$ cat src/rtl/mem_load_size_if.sv
`default_nettype none
// ============================================================================
// Module      : mem_load_size_if
// Description : Request/response bundle between the load sequencer and its
//               requester/memory side.
// Revision    : 1.0 - initial release
// ============================================================================
interface mem_load_size_if;
  logic        start;
  logic [1:0]  load_type;
  logic [1:0]  byte_off;
  logic        signed_en;
  logic [31:0] mem_data_in;
  logic        mem_rd;
  logic        busy;
  logic        done;
  logic [31:0] load_out;
  logic        misalign_err;

  modport master (
    output start, load_type, byte_off, signed_en, mem_data_in,
    input  mem_rd, busy, done, load_out, misalign_err
  );

  modport slave (
    input  start, load_type, byte_off, signed_en, mem_data_in,
    output mem_rd, busy, done, load_out, misalign_err
  );
endinterface
`default_nettype wire

$ cat src/rtl/mem_load_size.sv
`default_nettype none
// ============================================================================
// Module      : mem_load_size
// Description : Multicycle load sequencer: strobes a memory read, waits the
//               fixed latency, then extracts and extends byte/half/word.
// Revision    : 1.0 - initial release
// ============================================================================
module mem_load_size #(
  parameter int MEM_LATENCY = 2
) (
  input  wire logic        clk,
  input  wire logic        reset,
  mem_load_size_if.slave   ld_if
);

  localparam int CNT_W = (MEM_LATENCY > 1) ? $clog2(MEM_LATENCY) : 1;
  localparam logic [CNT_W-1:0] CNT_INIT = CNT_W'(MEM_LATENCY - 1);

  localparam logic [1:0] LT_LW = 2'b00;
  localparam logic [1:0] LT_LH = 2'b01;
  localparam logic [1:0] LT_LB = 2'b10;

  typedef enum logic [2:0] {
    IDLE = 3'd0,
    READ = 3'd1,
    WAIT = 3'd2,
    CAPT = 3'd3,
    DONE = 3'd4,
    ERR  = 3'd5
  } state_t;

  state_t           state_q, state_d;
  logic [CNT_W-1:0] cnt_q, cnt_d;
  logic             latch_en;
  logic             misaligned;

  logic [1:0]       type_q;
  logic [1:0]       off_q;
  logic             sgn_q;

  logic             mem_rd_q;
  logic             busy_q;
  logic             done_q;
  logic             misalign_q;
  logic [31:0]      load_out_q;

  logic [7:0]       byte_sel;
  logic [15:0]      half_sel;
  logic [31:0]      load_ext;

  // Alignment is judged on the live request so a bad access never touches memory
  always_comb begin
    misaligned = 1'b0;
    case (ld_if.load_type)
      LT_LH:   misaligned = ld_if.byte_off[0];
      LT_LB:   misaligned = 1'b0;
      default: misaligned = (ld_if.byte_off != 2'b00);
    endcase
  end

  always_ff @(posedge clk or posedge reset) begin
    if (reset) begin
      state_q <= IDLE;
      cnt_q   <= '0;
    end else begin
      state_q <= state_d;
      cnt_q   <= cnt_d;
    end
  end

  always_comb begin
    state_d  = state_q;
    cnt_d    = cnt_q;
    latch_en = 1'b0;
    case (state_q)
      IDLE: begin
        if (ld_if.start) begin
          latch_en = 1'b1;
          state_d  = misaligned ? ERR : READ;
        end
      end
      READ: begin
        cnt_d   = CNT_INIT;
        state_d = (MEM_LATENCY == 1) ? CAPT : WAIT;
      end
      WAIT: begin
        cnt_d = cnt_q - 1'b1;
        if (cnt_q <= CNT_W'(1)) begin
          state_d = CAPT;
        end
      end
      CAPT:    state_d = DONE;
      DONE:    state_d = IDLE;
      ERR:     state_d = IDLE;
      default: state_d = IDLE;
    endcase
  end

  // Request fields are frozen at acceptance; later input changes are ignored
  always_ff @(posedge clk or posedge reset) begin
    if (reset) begin
      type_q <= LT_LW;
      off_q  <= 2'b00;
      sgn_q  <= 1'b0;
    end else if (latch_en) begin
      type_q <= ld_if.load_type;
      off_q  <= ld_if.byte_off;
      sgn_q  <= ld_if.signed_en;
    end
  end

  always_comb begin
    byte_sel = 8'h00;
    case (off_q)
      2'd0:    byte_sel = ld_if.mem_data_in[7:0];
      2'd1:    byte_sel = ld_if.mem_data_in[15:8];
      2'd2:    byte_sel = ld_if.mem_data_in[23:16];
      default: byte_sel = ld_if.mem_data_in[31:24];
    endcase
    half_sel = off_q[1] ? ld_if.mem_data_in[31:16] : ld_if.mem_data_in[15:0];
    case (type_q)
      LT_LB:   load_ext = {{24{sgn_q & byte_sel[7]}}, byte_sel};
      LT_LH:   load_ext = {{16{sgn_q & half_sel[15]}}, half_sel};
      default: load_ext = ld_if.mem_data_in;
    endcase
  end

  // Outputs are registered from the next state so they line up with it cycle-for-cycle
  always_ff @(posedge clk or posedge reset) begin
    if (reset) begin
      mem_rd_q   <= 1'b0;
      busy_q     <= 1'b0;
      done_q     <= 1'b0;
      misalign_q <= 1'b0;
      load_out_q <= 32'h0000_0000;
    end else begin
      mem_rd_q   <= (state_d == READ);
      busy_q     <= (state_d != IDLE);
      done_q     <= (state_d == DONE) || (state_d == ERR);
      misalign_q <= (state_d == ERR);
      if (state_q == CAPT) begin
        load_out_q <= load_ext;
      end
    end
  end

  assign ld_if.mem_rd       = mem_rd_q;
  assign ld_if.busy         = busy_q;
  assign ld_if.done         = done_q;
  assign ld_if.misalign_err = misalign_q;
  assign ld_if.load_out     = load_out_q;

endmodule
`default_nettype wire
$ cat src/flat_wrapper.sv
// flat-port wrapper written by rule: the top's interface ports become plain ports
module mem_load_size_flat 
#(
  parameter int MEM_LATENCY = 2
)
  (clk, reset, ld_if_start, ld_if_load_type, ld_if_byte_off, ld_if_signed_en, ld_if_mem_data_in, ld_if_mem_rd, ld_if_busy, ld_if_done, ld_if_load_out, ld_if_misalign_err);
  mem_load_size_if ld_if_i ();
  input  wire logic clk;
  input  wire logic reset;
  input wire logic [$bits(ld_if_i.start)-1:0] ld_if_start;
  input wire logic [$bits(ld_if_i.load_type)-1:0] ld_if_load_type;
  input wire logic [$bits(ld_if_i.byte_off)-1:0] ld_if_byte_off;
  input wire logic [$bits(ld_if_i.signed_en)-1:0] ld_if_signed_en;
  input wire logic [$bits(ld_if_i.mem_data_in)-1:0] ld_if_mem_data_in;
  output wire logic [$bits(ld_if_i.mem_rd)-1:0] ld_if_mem_rd;
  output wire logic [$bits(ld_if_i.busy)-1:0] ld_if_busy;
  output wire logic [$bits(ld_if_i.done)-1:0] ld_if_done;
  output wire logic [$bits(ld_if_i.load_out)-1:0] ld_if_load_out;
  output wire logic [$bits(ld_if_i.misalign_err)-1:0] ld_if_misalign_err;
  assign ld_if_i.start = ld_if_start;
  assign ld_if_i.load_type = ld_if_load_type;
  assign ld_if_i.byte_off = ld_if_byte_off;
  assign ld_if_i.signed_en = ld_if_signed_en;
  assign ld_if_i.mem_data_in = ld_if_mem_data_in;
  assign ld_if_mem_rd = ld_if_i.mem_rd;
  assign ld_if_busy = ld_if_i.busy;
  assign ld_if_done = ld_if_i.done;
  assign ld_if_load_out = ld_if_i.load_out;
  assign ld_if_misalign_err = ld_if_i.misalign_err;
  mem_load_size #(.MEM_LATENCY(MEM_LATENCY)) u_core (.clk(clk), .reset(reset), .ld_if(ld_if_i));
endmodule
$ cat config.mk
export PLATFORM = sky130hd
export DESIGN_NAME = mem_load_size_flat
export DESIGN_NICKNAME = d
export VERILOG_FILES = /design/src/rtl/mem_load_size_if.sv /design/src/rtl/mem_load_size.sv /design/src/flat_wrapper.sv
export SDC_FILE = /design/constraint.sdc
export NUM_CORES = 1
export LEC_CHECK = 0
export BUFFER_PORTS_ARGS = -buffer_cell sky130_fd_sc_hd__buf_2
export CORE_UTILIZATION = 45
export DETAILED_ROUTE_END_ITERATION = 16
export PLACE_DENSITY = 0.73
export SLEW_MARGIN = 20
export SYNTH_ARGS = -nofsm -noshare
export SYNTH_HDL_FRONTEND = slang
export SYNTH_SLANG_ARGS = --single-unit
$ cat constraint.sdc
create_clock -name clk -period 2.1 [get_ports clk]
set_input_delay 0.21 -clock clk [delete_from_list [all_inputs] [get_ports clk]]
set_output_delay 0.21 -clock clk [all_outputs]
set_load 0.01 [all_outputs]
==> flow_metrics.tcl, run 1 <==
set metrics [dict create \
    p_int_mw 2.793 \
    rsz0062_at_grt "no" \
    tns_ns 0 \
    grt_pass1_wl_um 10160 \
    fin_nets 396 \
    cts-root-buf "clkbuf_8" \
    cts_buffers 5 \
    tightest_slew_ns 0.6294 \
    period_share 0.8593 \
    cp-end-kind "register" \
    multi_input_area_sq_mm 0.001234 \
    drcViolationCount 0 \
    fillers 472 \
    grt_usage 0.2223 \
    dpl_worst_slack_ns 0.3174 \
    synth_area_sq_mm 0.002481 \
    seqCellArea_sq_mm 0.001101 \
    cts_tree "done" \
    syn_nets 326 \
    cap_viol_max_count 0 \
    gp_congestion 0.8143 \
    port_buffers 75 \
    finalSetupViolCount 0 \
    core_sq_mm 0.005205 \
    rows 26 \
    avgSynthCellArea_sq_um 8.767 \
    ys_types 30 \
    crit_type "register to register" \
    required_ns 2.26 \
    seqPwrFrac 0.311 \
    clock_latency_ns 0.30 \
    overflow 0 \
    place_hpwl_um 4447 \
    drt_wl_total_um 6111 \
    clock_sinks 44 \
    wl_per_cell_um 14.41 \
    ir_drop_mv 0.6867 \
    slew-limit-headroom 0.5804 \
    drt_first_iter_violations 188 \
    post_cts_buffers 0 \
    pwr_density_cell_mw_per_mm2 1634 \
    ys_seq_elements 44 \
    crit_arrival_ns 1.97 \
    die_h_um 76.26 \
    design_power_total_mw 4.960 \
    n_antenna_cell 0 \
    min_path_type "input port to register" \
    hold_violations 0 \
    areaGrowthSynthToFinish_pct 22.39 \
    grt_max_degree 87 \
    antenna_found_initial 0 \
    slew_violations 0 \
    dieArea_sq_mm 0.005815 \
    cts_max_path_buffers 2 \
    fin_ws_ns 0.2955 \
    p_comb_frac 0.560 \
    power_switching_mw 2.167 \
    start_kind "register" \
    ant_nets 0 \
    fin_skew_ns 0.005872 \
    fin_crit_ns 1.804 \
    ios 76 \
    htreeDepth 2 \
    switching_share 0.4369 \
    dr.pass1.iters 4 \
    fp.dieW_um 76.26 \
    initial_core_util 0.4767 \
    ys_seq_area_frac 0.4438 \
    rrSetupSlack_ns 0.30 \
    post_drt_via_cell_ratio 5.323 \
    crit_path_max_fanout 18 \
    p_leak_nw 1.384 \
    grt_pass1_vias 1999 \
    synthCells 283 \
    cts.clk_slew.worst_paths_ns 0.08 \
    status "finished clean" \
    drive_above_1_share 0.2910 \
    clock_power_share 0.129 \
    yosys_warnings 0 \
    post_cts_resized 0 \
    vias 2257 \
    max_freq_mhz 554.2 \
]
==> registers in the layout (all words and copies together), names as in the netlist <==
register                   flops
u_core.off_q                   2
u_core.ld_if.busy              1
u_core.ld_if.misalign_err      1
u_core.ld_if.done              1
u_core.ld_if.mem_rd            1
u_core.state_q                 3
u_core.ld_if.load_out         32
u_core.type_q                  2
u_core.sgn_q                   1
==> path summary, 6_finish.rpt <==
path / from / end / cells past startpoint
setup / recovery: u_core.off_q[1]$_DFFE_PP0P_ / u_core.ld_if.load_out[14]$_DFFE_PP0N_ / 4
hold / removal: ld_if_load_type[1] / u_core.type_q[1]$_DFFE_PP0P_ / 3
setup reg to reg: u_core.off_q[1]$_DFFE_PP0P_ / u_core.ld_if.load_out[14]$_DFFE_PP0N_ / 4
hold reg to reg: u_core.ld_if.load_out[0]$_DFFE_PP0N_ / u_core.ld_if.load_out[0]$_DFFE_PP0N_ / 2
max in group asynchronous: reset / u_core.ld_if.load_out[5]$_DFFE_PP0N_ / 4
min in group asynchronous: reset / u_core.off_q[1]$_DFFE_PP0P_ / 4
==> final cells by class <==
type                       instances  area share
sequential                        44      0.3626
clock inverter                     2     0.01154
clock buffer                       6     0.02390
timing repair buffer              85      0.1533
multi-input combinational        206      0.4063
tap                               70     0.02884
inverter                          11     0.01360
==> worst max-delay path: stages, from the launching register on <==
cell and delay, ns:
dfrtp_1 0.38, mux4_2 0.49, and2_4 0.25, a211oi_4 0.42, a21oi_1 0.13
==> cell usage in the layout (no fill, tap or decap), types with 5 or more instances in the layout <==
cell,count
buf_4,8
nor2_1,34
nand3b_1,16
a21oi_1,21
mux2_2,5
a31oi_1,16
nand2b_1,8
nand2_1,37
o21ai_0,25
o31a_1,16
mux2i_1,8
clkbuf_8,5
inv_1,10
buf_2,75
dfrtp_1,44
==> through the flow <==
| step | cells | util | area (sq um) | hold WS (ns) |
|---|---|---|---|---|
| 3_3_place_gp | 415 | 0.5608 | 2919 | 0.2627 |
| 5_1_grt | 424 | 0.5834 | 3037 | 0.1351 |
| 3_5_place_dp | 415 | 0.5608 | 2919 | 0.2601 |
| 4_1_cts | 424 | 0.5834 | 3037 | 0.1362 |
| 2_1_floorplan | 283 | - | 2481 | 0.3268 |
| 6_report | 424 | 0.5834 | 3037 | 0.1385 |
==> Yosys cell counts (all sizes together) <==
| cell type | instances | share of area |
|---|---|---|
| nor3 | 3 | 0.0060 |
| o21ai | 26 | 0.052 |
| xnor2 | 1 | 0.0035 |
| or2 | 2 | 0.0050 |
| inv | 11 | 0.017 |
| nand2 | 37 | 0.056 |
| mux4 | 1 | 0.0091 |
| nor2 | 34 | 0.051 |
| nand2b | 8 | 0.020 |
| dfrtp | 44 | 0.44 |
| a211oi | 1 | 0.0081 |
| nand3b | 16 | 0.048 |
| mux2i | 8 | 0.032 |
| a31oi | 16 | 0.040 |
| nor2b | 2 | 0.0050 |
| mux2 | 5 | 0.023 |
| clkbuf | 15 | 0.023 |
| a21boi | 1 | 0.0030 |
| ha | 3 | 0.015 |
| buf | 7 | 0.020 |
| a21oi | 21 | 0.042 |
| and3b | 1 | 0.0035 |
| nor4b | 1 | 0.0060 |
| o31a | 16 | 0.056 |
| and3 | 1 | 0.0025 |
| a2111oi | 1 | 0.0035 |
| and2 | 1 | 0.0035 |
==> cells by family (layout without fill, tap and decap cells) <==
family,count (synthesis),after routing,synth area share
flip-flops,44,44,0.4438
adder cells (fa/ha/maj),3,3,0.01513
buffers and inverters,33,104,0.05950
XOR/XNOR,1,1,0.003531
multiplexers,14,14,0.06404
AO/OA/AOI/OAI,82,82,0.2063
AND/OR/NAND/NOR,106,106,0.2078
==> repair_timing <==
item / CTS / global route
hold buffers: 1 / 0
hold endpoints to repair: 44 / 0
setup endpoints to repair: 0 / 0
==> layer usage <==
layer	part of all wire	global-route usage
met1	0.45	0.3095
met2	0.48	0.3477
met3	0.060	0.04790
met4	0.011	0.06538
met5	0	0
==> power groups by stage <==
stage                     clock, mW  combinational [mW]  sequential (mW)
final                         0.642                2.78             1.54
after global routing          0.689                3.10             1.60
after CTS                     0.655                2.79             1.55
after detailed placement          0                2.78             1.56
after global placement            0                2.72             1.55
after floorplan                   0                1.83             1.69
Note: power is estimated with default switching activity, not from simulation.
==> inputs of run 2 (changes only) <==
- BUFFER_PORTS_ARGS: -buffer_cell sky130_fd_sc_hd__buf_2 -> -buffer_cell sky130_fd_sc_hd__buf_4
==> run 2 against run 1 <==
- sequential share of layout area fell by 2.2 points
- largest cell class unchanged
- register-to-register slack barely moved
- wire length rose by 2.5%
- highest routed layer unchanged
- cell area rose by 6.5%
==> flow_metrics.tcl, run 2 (synthesis gave the netlist of run 1 again) <==
set metrics [dict create \
    status "finished clean" \
    clock_sinks 44 \
    drcViolationCount 0 \
    htreeDepth 2 \
    rr_startpoint "u_core.off_q[1]$_DFFE_PP0P_" \
    critPathSlowestCell "mux4_2" \
    rrSetupSlack_ns 0.29 \
    post-route-util 0.6214 \
    grt_pass1_wl_um 10290 \
    start_kind "register" \
    final_common_cell "buf_4" \
    hold_violations 0 \
    cap_viol_max_count 0 \
    min_path_type "input port to register" \
    required_ns 2.26 \
    fin_skew_ns 0.005486 \
    r2r-end "u_core.ld_if.load_out[10]$_DFFE_PP0N_" \
    place_hpwl_um 4679 \
    dieArea_sq_mm 0.005815 \
    die_h_um 76.26 \
    post_drt_via_cell_ratio 5.387 \
    cts_max_path_buffers 2 \
    ios 76 \
    drt_first_iter_violations 153 \
    post_cts_buffers 0 \
    crit_arrival_ns 1.97 \
    slew_violations 0 \
    vias 2295 \
    cts_tree "done" \
    gp_congestion 0.8188 \
    antenna_found_initial 0 \
    grt_max_degree 37 \
    slowest_delay_ns 0.50 \
    port_buffers 75 \
    clock_latency_ns 0.30 \
    min_path_cells 3 \
    n_antenna_cell 0 \
    drt_wl_total_um 6262 \
    tns_ns 0 \
    r2r_cells 4 \
    grt_usage 0.2248 \
    finalSetupViolCount 0 \
    tightest_slew_ns 0.6300 \
    setup.worst_path.end "u_core.ld_if.load_out[10]$_DFFE_PP0N_" \
    cp_num_cells 4 \
    path_cells "mux4_2 > and2_4 > a211oi_4 > a21oi_1" \
    cp-end-kind "register" \
    crit_start "u_core.off_q[1]$_DFFE_PP0P_" \
    overflow 0 \
    fin_nets 398 \
    fin_crit_ns 1.805 \
    cts-root-buf "clkbuf_8" \
    largest_reg_flops 32 \
    wl_per_cell_um 14.70 \
    cp_top_family "compound AO/OA/AOI/OAI gates" \
    cts_buffers 5 \
    ir_drop_mv 0.7079 \
    max_freq_mhz 553.9 \
    rsz0062_at_grt "no" \
    core_sq_mm 0.005205 \
    areaGrowthSynthToFinish_pct 30.36 \
    p_leak_nw 1.451 \
    critPathBufInv 0 \
    rows 26 \
    crit_path_max_fanout 18 \
    slew-limit-headroom 0.5800 \
    period_share 0.8597 \
    initial_core_util 0.4767 \
    crit_type "register to register" \
    cts.clk_slew.worst_paths_ns 0.08 \
    drive_above_1_share 0.2921 \
    dr.pass1.iters 4 \
    fp.dieW_um 76.26 \
    mostFrequentLayoutCells "84 x buf_4, 44 x dfrtp_1, 37 x nand2_1" \
    grt_pass1_vias 2044 \
    ant_nets 0 \
    pwr_density_cell_mw_per_mm2 1587 \
    fillers 475 \
]
## run 2: metal layers
metal	track usage	wire length, um	vias up
met1	0.3149	2889	1095
met2	0.3541	2966	73
li1	-	-	1120
met3	0.03353	316	7
met5	0	0	-
met4	0.07885	90	0
## run 2: worst min path at each step
stage                             from                               endpoint  slack [ns]
floorplan           ld_if_load_type[0]           u_core.type_q[0]$_DFFE_PP0P_        0.33
global placement                 reset  u_core.ld_if.load_out[31]$_DFFE_PP0N_        0.17
detailed placement               reset  u_core.ld_if.load_out[29]$_DFFE_PP0N_        0.17
CTS                 ld_if_load_type[0]           u_core.type_q[0]$_DFFE_PP0P_        0.14
global route           ld_if_signed_en               u_core.sgn_q$_DFFE_PP0P_        0.14
finish              ld_if_load_type[0]           u_core.type_q[0]$_DFFE_PP0P_        0.14
## run 2: cell type report
type,count,area [sq um],area share
Inverter,11,41.29,0.01277
Tap cell,70,87.58,0.02708
Sequential cell,44,1101,0.3404
Clock buffer,8,90.09,0.02785
Timing Repair Buffer,87,680.7,0.2104
Multi-Input combinational cell,206,1234,0.3814
## run 2: metrics by stage
stage                     power (mW)  cells  hold slack, ns  setup slack (ns)  cell area, sq um
after global routing           5.556    426          0.1395            0.1251              3234
after CTS                      5.147    426          0.1354            0.2899              3234
after floorplan                3.518    283          0.3268            0.2519              2481
final                          5.134    426          0.1366            0.2946              3234
after global placement         4.543    417          0.1653            0.3377              3134
after detailed placement       4.595    417          0.1676            0.3053              3134
## run 2: worst reg2reg max path: cells and delay by family, from the launching register on
family,cells,cell delay (ns)
AOI/OAI and AO/OA,2,0.55
muxes,1,0.50
DFF,1,0.38
and+or+nand+nor,1,0.25
## run 2: power by group
group	leakage (nW)	internal [mW]	total, mW	switching, mW
logic	0.882	1.39	3.02	1.63
clock network	0.0455	0.269	0.548	0.280
registers	0.523	1.29	1.57	0.282
## run 2: timing repair
action	4_1_cts	5_1_grt
hold buffers	1	0
endpoints found under the hold margin	9	0
resized for setup	0	0
